===== config.mk =====
export PLATFORM = sky130hd
export DESIGN_NAME = min_tree_gamma_flat
export DESIGN_NICKNAME = d
export VERILOG_FILES = /design/src/rtl/min_tree_gamma_if.sv /design/src/rtl/min_tree_gamma.sv /design/src/flat_wrapper.sv
export SDC_FILE = /design/constraint.sdc
export NUM_CORES = 1
export LEC_CHECK = 0
export CAP_MARGIN = 20
export CORE_MARGIN = 3
export CORE_UTILIZATION = 35
export CTS_BUF_LIST = sky130_fd_sc_hd__clkbuf_4 sky130_fd_sc_hd__clkbuf_8
export CTS_CLUSTER_DIAMETER = 30
export DETAILED_ROUTE_END_ITERATION = 10
export GPL_TIMING_DRIVEN = 0
export HOLD_SLACK_MARGIN = 0.1
export PLACE_DENSITY = 0.55
export SLEW_MARGIN = 10
export SYNTH_ARGS = -nofsm -noshare
export SYNTH_HDL_FRONTEND = slang
export SYNTH_SLANG_ARGS = --single-unit

===== constraint.sdc =====
create_clock -name aclk -period 3.62 [get_ports aclk]
set_input_delay 0.724 -clock aclk [delete_from_list [all_inputs] [get_ports aclk]]
set_output_delay 0.724 -clock aclk [all_outputs]
set_load 0.01 [all_outputs]

===== src/rtl/min_tree_gamma_if.sv =====
// min_tree_gamma_if: spike inputs and winner outputs of the temporal-min unit.
// Latency: none, wires only.
// Backpressure: none; master drives in_pulse, slave (the unit) drives the rest.
// Optional: MIN_TIE_FLAG_EN adds the tie signal.
`timescale 1ns/1ps
interface min_tree_gamma_if #(
  parameter int N_INPUTS          = 4,
  parameter int GAMMA_CYCLE_WIDTH = 16
);
  localparam int IDX_W = (N_INPUTS > 1) ? $clog2(N_INPUTS) : 1;
  localparam int TW    = $clog2(GAMMA_CYCLE_WIDTH);

  logic [N_INPUTS-1:0] in_pulse;
  logic                gamma_start;
  logic                y;
  logic                valid;
  logic [IDX_W-1:0]    winner_idx;
  logic [TW-1:0]       arrival_time;
`ifdef MIN_TIE_FLAG_EN
  logic                tie;

  modport master (output in_pulse,
                  input  gamma_start, y, valid, winner_idx, arrival_time, tie);
  modport slave  (input  in_pulse,
                  output gamma_start, y, valid, winner_idx, arrival_time, tie);
`else
  modport master (output in_pulse,
                  input  gamma_start, y, valid, winner_idx, arrival_time);
  modport slave  (input  in_pulse,
                  output gamma_start, y, valid, winner_idx, arrival_time);
`endif
endinterface


===== src/rtl/min_tree_gamma.sv =====
// min_tree_gamma: N-input first-arrival (temporal min) unit, one fire per gamma cycle.
// Latency: winner registered at end of arrival slot T; y high T+1..T+PULSE_WIDTH.
// Backpressure: none; edges in the last slot or after a win are dropped.
// Optional: MIN_TIE_FLAG_EN adds the tie output.
`timescale 1ns/1ps
module min_tree_gamma #(
  parameter int N_INPUTS          = 4,
  parameter int GAMMA_CYCLE_WIDTH = 16,
  parameter int PULSE_WIDTH       = 8
) (
  input logic             aclk,
  input logic             grst,
  min_tree_gamma_if.slave bus
);
  localparam int IDX_W = (N_INPUTS > 1) ? $clog2(N_INPUTS) : 1;
  localparam int TW    = $clog2(GAMMA_CYCLE_WIDTH);
  localparam int PCW   = $clog2(PULSE_WIDTH + 1);

  if (N_INPUTS < 2) begin : g_chk_n
    $error("min_tree_gamma: N_INPUTS must be >= 2");
  end
  if (GAMMA_CYCLE_WIDTH < 4) begin : g_chk_gcw
    $error("min_tree_gamma: GAMMA_CYCLE_WIDTH must be >= 4");
  end
  if (PULSE_WIDTH < 1 || PULSE_WIDTH >= GAMMA_CYCLE_WIDTH) begin : g_chk_pw
    $error("min_tree_gamma: PULSE_WIDTH must be in [1, GAMMA_CYCLE_WIDTH-1]");
  end

  typedef enum logic [1:0] {IDLE, FIRE, DONE} state_t;

  state_t              state;
  logic [TW-1:0]       g_cnt;
  logic [N_INPUTS-1:0] in_prev;
  logic [N_INPUTS-1:0] edges;
  logic [PCW-1:0]      pcnt;
  logic                y_q;
  logic                valid_q;
  logic [IDX_W-1:0]    win_q;
  logic [TW-1:0]       arr_q;
  logic [IDX_W-1:0]    win_idx;
  logic                last_slot;
  logic                accept;
`ifdef MIN_TIE_FLAG_EN
  logic                tie_q;
  logic                multi;
`endif

  // Rising-edge detect, lowest-index priority pick and accept window.
  always_comb begin
    edges     = bus.in_pulse & ~in_prev;
    last_slot = (g_cnt == TW'(GAMMA_CYCLE_WIDTH - 1));
    accept    = (state == IDLE) && (g_cnt <= TW'(GAMMA_CYCLE_WIDTH - 2)) && (|edges);
    win_idx   = '0;
    for (int i = N_INPUTS - 1; i >= 0; i--) begin
      if (edges[i]) win_idx = IDX_W'(i);
    end
`ifdef MIN_TIE_FLAG_EN
    // More than one bit set means a tie.
    multi = |(edges & (edges - N_INPUTS'(1)));
`endif
  end

  // Gamma counter, edge history, FSM and registered outputs; the boundary overrides all states.
  always_ff @(posedge aclk or negedge grst) begin
    if (!grst) begin
      g_cnt   <= '0;
      in_prev <= '0;
      state   <= IDLE;
      pcnt    <= '0;
      y_q     <= 1'b0;
      valid_q <= 1'b0;
      win_q   <= '0;
      arr_q   <= '0;
`ifdef MIN_TIE_FLAG_EN
      tie_q   <= 1'b0;
`endif
    end else begin
      in_prev <= bus.in_pulse;
      if (last_slot) begin
        // Truncate any running pulse; winner_idx/arrival_time keep their values.
        g_cnt   <= '0;
        state   <= IDLE;
        pcnt    <= '0;
        y_q     <= 1'b0;
        valid_q <= 1'b0;
`ifdef MIN_TIE_FLAG_EN
        tie_q   <= 1'b0;
`endif
      end else begin
        g_cnt <= g_cnt + TW'(1);
        case (state)
          IDLE: begin
            if (accept) begin
              win_q   <= win_idx;
              arr_q   <= g_cnt;
              valid_q <= 1'b1;
              y_q     <= 1'b1;
              pcnt    <= PCW'(PULSE_WIDTH);
`ifdef MIN_TIE_FLAG_EN
              tie_q   <= multi;
`endif
              state   <= FIRE;
            end
          end
          FIRE: begin
            pcnt <= pcnt - PCW'(1);
            if (pcnt == PCW'(1)) begin
              y_q   <= 1'b0;
              state <= DONE;
            end
          end
          DONE: begin
            state <= DONE;
          end
          default: state <= IDLE;
        endcase
      end
    end
  end

  assign bus.gamma_start  = (g_cnt == '0);
  assign bus.y            = y_q;
  assign bus.valid        = valid_q;
  assign bus.winner_idx   = win_q;
  assign bus.arrival_time = arr_q;
`ifdef MIN_TIE_FLAG_EN
  assign bus.tie          = tie_q;
`endif
endmodule


===== src/flat_wrapper.sv =====
// flat-port wrapper written by rule: the top's interface ports become plain ports
module min_tree_gamma_flat 
#(
  parameter int N_INPUTS          = 4,
  parameter int GAMMA_CYCLE_WIDTH = 16,
  parameter int PULSE_WIDTH       = 8
)
  (aclk, grst, bus_in_pulse, bus_gamma_start, bus_y, bus_valid, bus_winner_idx, bus_arrival_time);
  min_tree_gamma_if #(.N_INPUTS(N_INPUTS), .GAMMA_CYCLE_WIDTH(GAMMA_CYCLE_WIDTH)) bus_i ();
  input logic aclk;
  input logic grst;
  input wire logic [$bits(bus_i.in_pulse)-1:0] bus_in_pulse;
  output wire logic [$bits(bus_i.gamma_start)-1:0] bus_gamma_start;
  output wire logic [$bits(bus_i.y)-1:0] bus_y;
  output wire logic [$bits(bus_i.valid)-1:0] bus_valid;
  output wire logic [$bits(bus_i.winner_idx)-1:0] bus_winner_idx;
  output wire logic [$bits(bus_i.arrival_time)-1:0] bus_arrival_time;
  assign bus_i.in_pulse = bus_in_pulse;
  assign bus_gamma_start = bus_i.gamma_start;
  assign bus_y = bus_i.y;
  assign bus_valid = bus_i.valid;
  assign bus_winner_idx = bus_i.winner_idx;
  assign bus_arrival_time = bus_i.arrival_time;
  min_tree_gamma #(.N_INPUTS(N_INPUTS), .GAMMA_CYCLE_WIDTH(GAMMA_CYCLE_WIDTH), .PULSE_WIDTH(PULSE_WIDTH)) u_core (.aclk(aclk), .grst(grst), .bus(bus_i));
endmodule

## Word level (Yosys, flattened, before mapping)

Index checks and enable logic that the tools add are counted.

- Register bits: 22
- Bits of input ports: 6
- Logic and storage cells: 51

- Add/subtract/negate cells: 2
- $lt $le $gt $ge: 1
- Equality and inequality tests: 6
- Multiplexer cells: 18
- Bitwise logic cells: 3
- Reduce and logical (&&, ||, !) cells: 13

Operator list:

| kind | number |
|---|---|
| $mux 2 | 7 |
| $mux 4 | 3 |
| $pmux 4 s2 | 1 |
| $ne 3x1->1 const B | 2 |
| $pmux 2 s3 | 1 |
| $reduce_and 2->1 | 3 |
| $reduce_and 3->1 | 2 |
| $mux 1 | 5 |
| $add 4x1->4 const B | 1 |
| $and 4x4->4 | 1 |
| $eq 4x1->1 const B | 1 |
| $eq 4x4->1 const B | 1 |
| $le 4x4->1 const B | 1 |
| $logic_not 4->1 | 1 |
| $not 4->4 | 1 |
| $reduce_bool 2->1 | 2 |
| $reduce_or 4->1 | 1 |
| $sub 4x1->4 const B | 1 |
| $reduce_bool 3->1 | 1 |
| $eq 2x1->1 const B | 1 |
| $eq 2x2->1 const B | 1 |
| $logic_and 1x1->1 | 2 |
| $logic_not 2->1 | 1 |
| $pmux 1 s2 | 1 |
| $not 1->1 | 1 |

## Logic depth before layout (Yosys ltp)

- Depth after elaboration: 7
- Gate-level depth with buffers: 7
- Gate-level depth less buffers: 6

## Worst setup path after synthesis

No wires, ideal clock.

- Path kind: input to register
- Start point: input bus_in_pulse[0]
- End point: register u_core.arr_q[0], in the netlist u_core.bus.arrival_time[0]
- Library setup time: 0.125 ns
- Arrival time: 1.572 ns
- Slack: 1.923 ns
- Stages on the path: 5
- Buffers on the path: 1
- Cells stage by stage: nand2b_1 nand4_1 and2_4 buf_6 mux2_4

- Cells in the longest elaborated chain, start to end: 4

RTL lines:

| item | line | source |
|---|---|---|
| from (decl) | flat_wrapper.sv:12 | `input wire logic [$bits(bus_i.in_pulse)-1:0] bus_in_pulse;` |
| $and 4x4->4 | min_tree_gamma.sv:50 | `edges = bus.in_pulse & ~in_prev;` |
| $reduce_or 4->1 | min_tree_gamma.sv:52 | `accept = (state == IDLE) && (g_cnt <= TW'(GAMMA_CYCLE_WIDTH - 2)) && (\|edges);` |
| $logic_and 1x1->1 | min_tree_gamma.sv:52 |  |
| $reduce_and 3->1 (no source line) | - |  |
| to (signal assigned) | min_tree_gamma.sv:95 | `arr_q <= g_cnt;` |
| to (decl) | min_tree_gamma.sv:39 | `logic [TW-1:0] arr_q;` |

Every way passes these cells.
A chain may end at the register's enable or synchronous reset.

## Worst setup path after layout

- Start point: register u_core.g_cnt[0]
- End point: output bus_gamma_start

- Cells in the longest elaborated chain, start to end: 1

RTL lines:

| item | line | source |
|---|---|---|
| from (decl) | min_tree_gamma.sv:32 | `logic [TW-1:0] g_cnt;` |
| from (signal assigned) | min_tree_gamma.sv:90 | `g_cnt <= g_cnt + TW'(1);` |
| $logic_not 4->1 | min_tree_gamma.sv:121 | `assign bus.gamma_start = (g_cnt == '0);` |
| to (decl) | flat_wrapper.sv:13 | `output wire logic [$bits(bus_i.gamma_start)-1:0] bus_gamma_start;` |

Every way passes these cells.

==> metrics.md <==
| Metric | Value |
|---|---|
| CTS tree | `built` |
| CP startpoint kind | `register` |
| Cell family with most CP delay | `buffers and inverters` |
| Routability Congestion | `0.758` |
| N_diodes | `0` |
| GRT Total Usage | `0.117` |
| Residual DRC | `0` |
| R2R Path End | `u_core.bus.arrival_time[1]` |
| Critical Path Max Stage Delay | `0.56 ns` |
| First-pass GRT wire length | `3850 µm` |
| Max clock buf depth | `2` |
| FMAX | `around 0.40 GHz` |
| Final WS setup | `about 1.1 ns` |
| Clock tree sinks | `22` |
| Post-synthesis instance total | `109` |
| RSZ-0062 raised after global routing | `no` |
| Sequential-to-total area share from yosys stat | `0.470` |
| Crit path from | `u_core.g_cnt[0]` |
| Top cells by area, synth | `dfrtp_1 (47%), ha_1 (7.5%), mux2_4 (3.8%)` |
| Hold path endpoint | `u_core.bus.valid` |
| Area growth, synth to finish | `21.0%` |
| Die ar. | `4080 µm²` |
| CP Buf/Inv Count | `2` |
| Layout cell share with drive strength beyond 1 | `0.148` |
| Worst path arrival time | `1.76 ns` |
| Worst Hold Class | `register to register` |
| Number of DRC markers in iteration 0 | `32` |
| Ys flop type | `dfrtp_1` |
| #FFs+latches synth | `22` |
| Setup Buffers After CTS | `0` |
| Port bufs | `14` |
| Tcrit/Tclk final | `0.686` |
| DR pass1 iterations | `4` |
| Unique cell type count in the Yosys netlist | `37` |
| Power Dens Cells | `around 370 nW/µm²` |
| WL per Instance | `13.0 µm` |
| Die Height | `approximately 64 µm` |
| Period minus WS final | `roughly 2.5 ns` |
| Hold path startpoint | `u_core.bus.valid` |
| Core area | `3130 µm²` |
| EDFF count, synth | `0` |
| Cell Chain, Critical Path | `inv_1, ha_1, nor3b_1, clkdlybuf4s50_1` |
| # setup viols final | `0` |
| Root Buffer | `clkbuf_4` |
| Register area | `551 µm²` |
| Die W | `~64 µm` |
| H-tree levels | `1` |
| I/O pin total | `15` |
| Peak supply drop | `298 µV` |
| Rows | `20` |
| Congestion Overflow GR | `0` |
| Synth warn | `0` |
| Antenna violations before repair | `0` |
| Top-count cell post-synth | `dfrtp_1` |
| Worst Tran Pin Value | `a little under 0.4 ns` |
| Nets@finish | `142` |
| Slew margin rel. | `0.741` |
| Register-to-Register Setup Slack | `1.80 ns` |
| WS Path Type | `register to primary output` |
| WP data required | `2.90 ns` |
| Fin Clk Skew | `0.00518 ns` |
| Slew Limit Fails | `0` |
| DP Wirelength | `1570 µm` |
| Routed wire length | `2230 µm` |
| Cells on Worst Hold Path | `1` |
| Worst-path clk slew | `0.12 ns` |
| Pre-CTS setup slack | `1.36 ns` |
| Worst-path fanout max | `5` |
| Vias in the first global route | `856` |
| Synth Net Count | `about 120` |
| Max cap viols | `0` |
| Post-cts sizing count | `0` |
| CP Depth | `4` |
| Worst Reg-to-Reg Cells | `7` |
| Cts hold-fix bufs | `0` |
| Lkg Pwr | `about 0.00065 µW` |
| Syn avg cell area | `10.8 µm²` |
| Largest net degree at the start of global routing | `23` |
| CP Capture Type | `primary output` |
| Setup_tns | `0 ns` |
| Post-route ant nets | `0` |
| Via total after detailed routing | `869` |
| Synthesized area | `1170 µm²` |
| CTS buffer count | `3` |
| Cell taking the most area after synthesis | `dfrtp_1` |
| Commonest cells post-synth | `dfrtp_1 (22), inv_1 (11), ha_1 (7), nand2b_1 (7), nand2_1 (6)` |
| CP max stage cell | `clkdlybuf4s50_1` |
| Status | `finished clean` |
| Fraction of registers with async set or reset after synthesis | `1.00` |
| Fillers | `306` |
| Top-area cell type share of the netlist area | `0.470` |
| Final Hold Fails | `0` |
| Number of vias per cell | `5.05` |
| Initial Util | `0.375` |
| Reg-to-Reg Start | `u_core.g_cnt[0]` |
| Clock insertion delay at the later pin of the skew report | `0.30 ns` |
| Multi-input logic area | `552 µm²` |
power breakdown:
part           internal, µW  switching [µW]  total, µW
sequential              265            10.5        275
clock                  61.3            72.9        134
combinational          68.5            52.8        121
total                   394             136        531
worst register-to-register path, cell delays in order, from the launching register on:
cell	delay [ns]
dfrtp_1	0.45
inv_1	0.11
ha_1	0.21
nand2b_1	0.14
a22o_1	0.23
and2_4	0.17
buf_6	0.13
mux2_4	0.29
final cells by class:
cell class | instances | area share
timing repair buffer | 15 | 0.109
tap | 44 | 0.0388
multi-input combinational | 72 | 0.389
inverter | 11 | 0.0291
sequential | 22 | 0.388
buffer | 4 | 0.0203
clock buffer | 4 | 0.0256
cell families after synthesis:
group | count (synthesis) | share of synthesized area
adder cells (fa/ha/maj) | 7 | 0.0747
AO/OA/AOI/OAI | 26 | 0.179
buffers and inverters | 15 | 0.0598
AND/OR/NAND/NOR | 35 | 0.171
XOR/XNOR | 1 | 0.00747
multiplexers | 3 | 0.0384
flip-flops | 22 | 0.470
worst max-delay path by stage:
stage,end,slack (ns)
after floorplan,u_core.bus.arrival_time[0],1.92
after global placement,u_core.bus.arrival_time[0],1.37
after global routing,bus_gamma_start,1.01
after detailed placement,u_core.bus.arrival_time[1],1.36
final,bus_gamma_start,1.14
after CTS,bus_gamma_start,1.10
per-stage QoR:
stage	cells	total power, µW	area, µm²	util	hold slack, ns
4_1_cts	171	541	1400	0.449	0.505
5_1_grt	172	567	1420	0.454	0.528
3_5_place_dp	167	400	1370	0.437	0.472
2_1_floorplan	109	349	1170	-	0.428
3_3_place_gp	167	398	1370	0.437	0.469
6_report	172	531	1420	0.454	0.500
metal layers:
layer | global-route usage | up-vias | routed length [µm]
met1 | 0.156 | 420 | 1090
met3 | 0.0369 | 4 | 80
met4 | 0.0296 | 0 | 27
met5 | 0 | - | 0
met2 | 0.183 | 20 | 1030
li1 | - | 425 | -
flip-flops by register name, indices dropped and copies added (netlist names):
register / count
u_core.state: 2
u_core.bus.arrival_time: 4
u_core.in_prev: 4
u_core.bus.winner_idx: 2
u_core.g_cnt: 4
u_core.bus.valid: 1
u_core.pcnt: 4
u_core.bus.y: 1
placed cells by master, fill, tap and decap left out, types with 2 or more instances in the layout:
master / n
buf_2: 2
o32ai_1: 3
ha_1: 7
dfrtp_1: 22
nand4_1: 2
nand2b_1: 7
mux2_4: 3
nand3_1: 4
o22a_2: 2
a21oi_1: 5
o21ai_0: 5
clkdlybuf4s50_1: 14
nor3_1: 2
inv_1: 11
nor2b_1: 3
clkbuf_4: 3
nand2_1: 6
nor2_1: 4
Note: power is estimated with default switching activity, not from simulation.
